$ cat src/rtl/adc_sample_averager.sv
// Per-channel block averager for a multiplexed 10-bit ADC stream, with a one-deep result register that uses a valid/ready handshake.
// Optional ADC_AVG_ROUND_EN: round half up and saturate instead of truncating.
module adc_sample_averager #(
   parameter int LOG2_N = 4,
   parameter int NUM_CH = 8
) (
   input  logic       clk,
   input  logic       rst,
   input  logic       sample_valid,
   input  logic [9:0] sample_data,
   input  logic [2:0] sample_ch,
   output logic       avg_valid,
   input  logic       avg_ready,
   output logic [9:0] avg_data,
   output logic [2:0] avg_ch,
   output logic       overflow
);

   localparam int DATA_W = 10;
   localparam int ACC_W  = DATA_W + LOG2_N;
   localparam logic [3:0] NUM_CH_L = 4'(NUM_CH);

   typedef logic [ACC_W:0] ext_t;
   localparam ext_t MAX_AVG = ext_t'(2**DATA_W - 1);

   function automatic logic [DATA_W-1:0] scale_avg(input logic [ACC_W-1:0] total);
      ext_t biased;
      ext_t q;
`ifdef ADC_AVG_ROUND_EN
      biased = {1'b0, total} + (ext_t'(1) << (LOG2_N - 1));
`else
      biased = {1'b0, total};
`endif
      q = biased >> LOG2_N;
      if (q > MAX_AVG) return '1;
      return q[DATA_W-1:0];
   endfunction

   logic [ACC_W-1:0]  acc [NUM_CH];
   logic [LOG2_N-1:0] cnt [NUM_CH];

   logic              hit_p0;
   logic              complete_p0;
   logic              accept_p0;
   logic [ACC_W-1:0]  sel_acc_p0;
   logic [LOG2_N-1:0] sel_cnt_p0;
   logic [ACC_W-1:0]  total_p0;

   // Stage p0: select the addressed channel and form its running total
   always_comb begin
      sel_acc_p0 = '0;
      sel_cnt_p0 = '0;
      for (int i = 0; i < NUM_CH; i++) begin
         if (sample_ch == 3'(i)) begin
            sel_acc_p0 = acc[i];
            sel_cnt_p0 = cnt[i];
         end
      end
   end

   assign hit_p0      = sample_valid && ({1'b0, sample_ch} < NUM_CH_L);
   assign total_p0    = sel_acc_p0 + ACC_W'(sample_data);
   assign complete_p0 = hit_p0 && (sel_cnt_p0 == '1);
   assign accept_p0   = avg_valid && avg_ready;

   always_ff @(posedge clk or posedge rst) begin
      if (rst) begin
         for (int i = 0; i < NUM_CH; i++) begin
            acc[i] <= '0;
            cnt[i] <= '0;
         end
      end else if (hit_p0) begin
         for (int i = 0; i < NUM_CH; i++) begin
            if (sample_ch == 3'(i)) begin
               acc[i] <= complete_p0 ? '0 : total_p0;
               cnt[i] <= cnt[i] + LOG2_N'(1);
            end
         end
      end
   end

   // Stage p1: result register; a completion replaces the held result only if the slot is free or being drained
   always_ff @(posedge clk or posedge rst) begin
      if (rst) begin
         avg_valid <= 1'b0;
         avg_data  <= '0;
         avg_ch    <= '0;
         overflow  <= 1'b0;
      end else begin
         if (complete_p0 && (!avg_valid || avg_ready)) begin
            avg_valid <= 1'b1;
            avg_data  <= scale_avg(total_p0);
            avg_ch    <= sample_ch;
         end else if (accept_p0) begin
            avg_valid <= 1'b0;
         end
         if (complete_p0 && avg_valid && !avg_ready)
            overflow <= 1'b1;
      end
   end

endmodule

$ cat config.mk
export PLATFORM = sky130hd
export DESIGN_NAME = adc_sample_averager
export DESIGN_NICKNAME = d
export VERILOG_FILES = /design/src/rtl/adc_sample_averager.sv
export SDC_FILE = /design/constraint.sdc
export NUM_CORES = 1
export LEC_CHECK = 0
export ABC_CLOCK_PERIOD_IN_PS = 6400
export BUFFER_PORTS_ARGS = -buffer_cell sky130_fd_sc_hd__buf_2
export CAP_MARGIN = 15
export CORE_ASPECT_RATIO = 0.75
export CORE_MARGIN = 3
export CORE_UTILIZATION = 25
export CTS_BUF_LIST = sky130_fd_sc_hd__clkbuf_2 sky130_fd_sc_hd__clkbuf_4 sky130_fd_sc_hd__clkbuf_8
export DETAILED_ROUTE_END_ITERATION = 6
export PLACE_DENSITY = 0.35
export SYNTH_ARGS = -nofsm -noshare
export SYNTH_HDL_FRONTEND = slang
export SYNTH_SLANG_ARGS = --single-unit
$ cat constraint.sdc
create_clock -name clk -period 6.4 [get_ports clk]
set_input_delay 1.6 -clock clk [delete_from_list [all_inputs] [get_ports clk]]
set_output_delay 1.6 -clock clk [all_outputs]
set_load 0.005 [all_outputs]
After elaboration in Yosys (flattened, before gate mapping). Cells that the tools add are included.

Divide/modulo/power cells: 0. Equality and inequality tests: 8. Multiply operators: 0. Shifts and indexed selects: 0. Bitwise logic cells: 0. Add/sub/neg operators: 9. Reduce and logical (&&, ||, !) cells: 18. Order comparisons: 1. Mux-type cells: 23.

Operator list (number): $mux 14 (9); $add 4x1->4 const B (8); $mux 4 (8); $mux 10 (2); $reduce_and 2->1 (8); $add 14x10->14 (1); $eq 3x3->1 const B (4); $gt 10x10->1 const B (1); $eq 3x2->1 const B (2); $logic_and 1x1->1 (5); $eq 4x4->1 const B (1); $mux 1 (4); $eq 3x1->1 const B (1); $logic_not 3->1 (1); $logic_not 1->1 (2); $reduce_bool 2->1 (1); $logic_or 1x1->1 (1).

Memories kept: 0. ROM bits: 0. Bits in latches: 0. Bits in writable memories: 0. Input port bits: 17. Word-level logic and storage cells: 79. Bits in registers: 159.

Longest topological paths before layout.
Depth in word-level cells: 14. Gate-level depth with buffers: 18. Mapped depth without buffers: 16.

Least setup slack after synthesis. OpenSTA, ideal clock, no wires.

Path kind: in2reg. Start: input port sample_ch[1]. End: register acc[110] in the netlist's numbering. Required time: 6257 ps. Slack: 1408 ps. Arrival time: 4849 ps. Stages: 16. Setup time: 143 ps. Path through: buf_2 > buf_2 > buf_2 > buf_2 > mux2_2 > a221oi_1 > a22oi_1 > ha_1 > fa_1 > nand3_1 > a21oi_1 > nor2_1 > a31o_2 > nor3_1 > xnor2_1 > o21ai_0.

Longest elaborated chain between the ends: 12. Elaborated cells on any way between the ends: 29.

RTL lines: start, declared (RTL line 11) `input logic [2:0] sample_ch,`; parallel branches: the longest is 12 deep, another holds $add 14x10->14; end signal, assigned by index (RTL line 75) `acc[i] <= complete_p0 ? '0 : total_p0;`; end, declared (RTL line 39) `logic [ACC_W-1:0] acc [NUM_CH];`.

Several ways; the timed one is not identified. A chain may end at the register's enable or synchronous reset.

Final worst setup path.
Start: input port sample_ch[0]. End: register acc[93] in the netlist's numbering.

Longest elaborated chain between the ends: 12. Elaborated cells on any way between the ends: 29.

RTL lines: parallel branches: the longest is 12 deep, another holds $add 14x10->14.

Several ways; the timed one is not identified.

==> results.toml <==
[pwr]
power.leakage_nw = 3.91
peakVddDrop_mv = 0.0955
p_per_area_mw_per_mm2 = 414
p_total_mw = 3.59

[yosys]
synth.top_cell.area_share_pct = 52.2
synthMuxAreaShare_pct = 7.81
seq_area_frac_synth_pct = 52.2
synth_fa_ha_area_share_pct = 3.38
synth_nets = 804
synth_xor_area_share_pct = 4.12
async_reset_ff_share_pct = 100
syn_avg_cell_area_um2 = 9.94
synth.area.top_cells = "dfrtp_1 (52%), nand2_1 (9.7%), o21ai_0 (8.0%)"
synth_compound_area_share_pct = 14.3
netlist_area_mm2 = 0.00762
yosysMostFrequentCell = "nand2_1"
synth_seq_cells = 159
netlist_top_cells_count = "nand2_1 (197), dfrtp_1 (159), o21ai_0 (122)"
yosysWarnings = 0
synth_ff_type = "dfrtp_1"
yosys.area_share.simple_pct = 15.0
synth.distinct_cells = 56
synth_top_area_cell = "dfrtp_1"
synth_edf_count = 0
synth_cells = 767
synth_top_family_by_area = "simple AND/OR/NAND/NOR gates"

[min_path]
min-delay-start = "cnt[19]"
hold_path_class = "reg2reg"

[detailed_routing]
wl_um = 23100
routedWlPerCell_um = 19.2
dr.pass1.iters = 7
drc_errors = 0
via_count = 5667
viasPerCell = 4.71
postRouteAntennaNets = 0
first_iter_violations = 435
met1_length_um = 12000
route.met2.wl_um = 9810
highest_layer = "met4"
wl_met3_um = 976

[sta]
rsz0062_at_grt = "false"
relSlewSlack_pct = 39.6
fin_crit_sh_pct = 78.7
finClkSkew_ns = 0.0130
tns_ns = 0
finalMaxSlewViolations = 0
hold_viol = 0
fmax_mhz = 199
tightest_slew_ns = 0.906
setup_violations = 0
fin_crit_ns = 5.03

[layout]
drive_above_1_share_pct = 14.8
antenna_cells = 0
fin_nets = 834
fillCellCount = 3048
area_growth_syn_to_layout_pct = 13.7

[grt]
grt_pass1_vias = 5741
antenna_found_initial = 0
grt.total_usage_pct = 14.8
grt_pass1_wl_um = 36400
overflow = 0
grt_start_max_net_pins = 71

[setup_path]
reg2reg_from = "acc[71]"
cp_common_cell = "o21ai_0"
crit_family = "compound AO/OA/AOI/OAI gates"
cp_max_fo = 30
path_cells = "buf_2 -> nor2b_1 -> nand2_1 -> o21ai_0 -> a22oi_1 -> nor2_1 -> a31oi_1 -> o21ai_0 -> ha_1 -> a211oi_1 -> o21a_1 -> o32a_1 -> a21boi_0 -> nand2_1 -> o21ai_0"
critical_path_class = "in2reg"
worstPathArrival_ns = 5.41
cp_num_buf_inv = 1
crit_required_ns = 6.78
cp_slowest_stage_delay_ns = 0.55
startpoint = "sample_ch[0]"
cp_slowest_cell = "buf_2"
end_kind = "register"
r2r_slack_ns = 2.71
crit_path_start_kind = "primary input"

[clock_network]
ctsResizeCount = 0
ctsHoldBuffers = 0
postCtsSetupBuffers = 0
cts_max_path_buffers = 2
cts.sinks = 159
clock-root-buffer = "clkbuf_8"
numCtsBuffers = 17
cts_tree = "yes"
clk_latency_ns = 0.47
cts-htree-levels = 4
clk_transition_reported_paths_ns = 0.08

[floorplan]
dieArea_mm2 = 0.0326
row_count = 54
dieHeight_um = 157
core_area_mm2 = 0.0295
io_pins = 32
die-width_um = 208
initial_core_util_pct = 25.8

[outcome]
status = "finished clean"

[placed_design]
portBuffers = 31
place_congestion = 0.818
dp_hpwl_um = 15700

[job]
cap_violations = 0
area by class of cell:
| type | instances | area, um2 | share of cell area [%] |
|---|---|---|---|
| inverter | 10 | 42.5 | 0.491 |
| clock inverter | 13 | 163 | 1.88 |
| timing repair buffer | 54 | 335 | 3.87 |
| sequential | 159 | 3980 | 45.9 |
| clock buffer | 19 | 255 | 2.95 |
| tap | 392 | 490 | 5.66 |
| multi-input combinational | 555 | 3400 | 39.2 |
through the flow:
step	setup slack [ns]	std cells	instance area [um2]	hold WS, ns	utilization (%)
3_5_place_dp	0.879	1170	8250	0.457	27.9
5_1_grt	1.05	1202	8660	0.486	29.3
2_1_floorplan	0.508	767	7620	0.441	-
6_report	1.37	1202	8660	0.469	29.3
3_3_place_gp	0.890	1169	8230	0.454	27.9
4_1_cts	1.39	1202	8660	0.473	29.3
path summary, 6_finish.rpt:
path / cells after the start / to
max in group asynchronous: 3 / cnt[19]
max reg2reg: 14 / acc[68]
min: 1 / cnt[19]
max: 15 / acc[93]
min in group asynchronous: 2 / cnt[13]
min reg2reg: 1 / cnt[19]
flip-flops by register name, indices dropped and copies added (netlist names):
name	cells
acc	112
avg_ch	3
avg_data	10
avg_valid	1
cnt	32
overflow	1
layout by cell type, fill, tap and decap left out, types with 7 or more instances in the layout:
cell type	netlist	routed
mux4_2	14	14
mux2_2	8	8
nand2_1	197	197
nor2_1	20	20
o21ai_0	122	122
nand3_1	15	15
ha_1	19	19
nand2b_1	7	7
nand4_1	7	7
buf_4	6	22
mux2i_1	10	10
xnor2_1	26	26
xor2_1	8	8
dfrtp_1	159	159
inv_1	10	9
buf_2	11	31
a21oi_1	22	22
clkbuf_8	0	18
logic make-up after synthesis:
family	count (synthesis)
buf+inv	53
xor+xnor	35
flops	159
compound gates	191
mux	38
simple gates	271
fa+ha+maj	20
power breakdown:
group	internal [mW]	leakage (nW)	switching, mW
clock	0.400	0.194	0.406
sequential	1.41	2.03	0.263
combinational	0.469	1.70	0.634
per-layer routing:
metal,vias to the layer above,track usage [%]
li1,2702,-
met1,2829,22.2
met2,121,21.7
met3,15,3.43
met4,0,3.26
met5,-,0
Note: power is estimated with default switching activity, not from simulation.
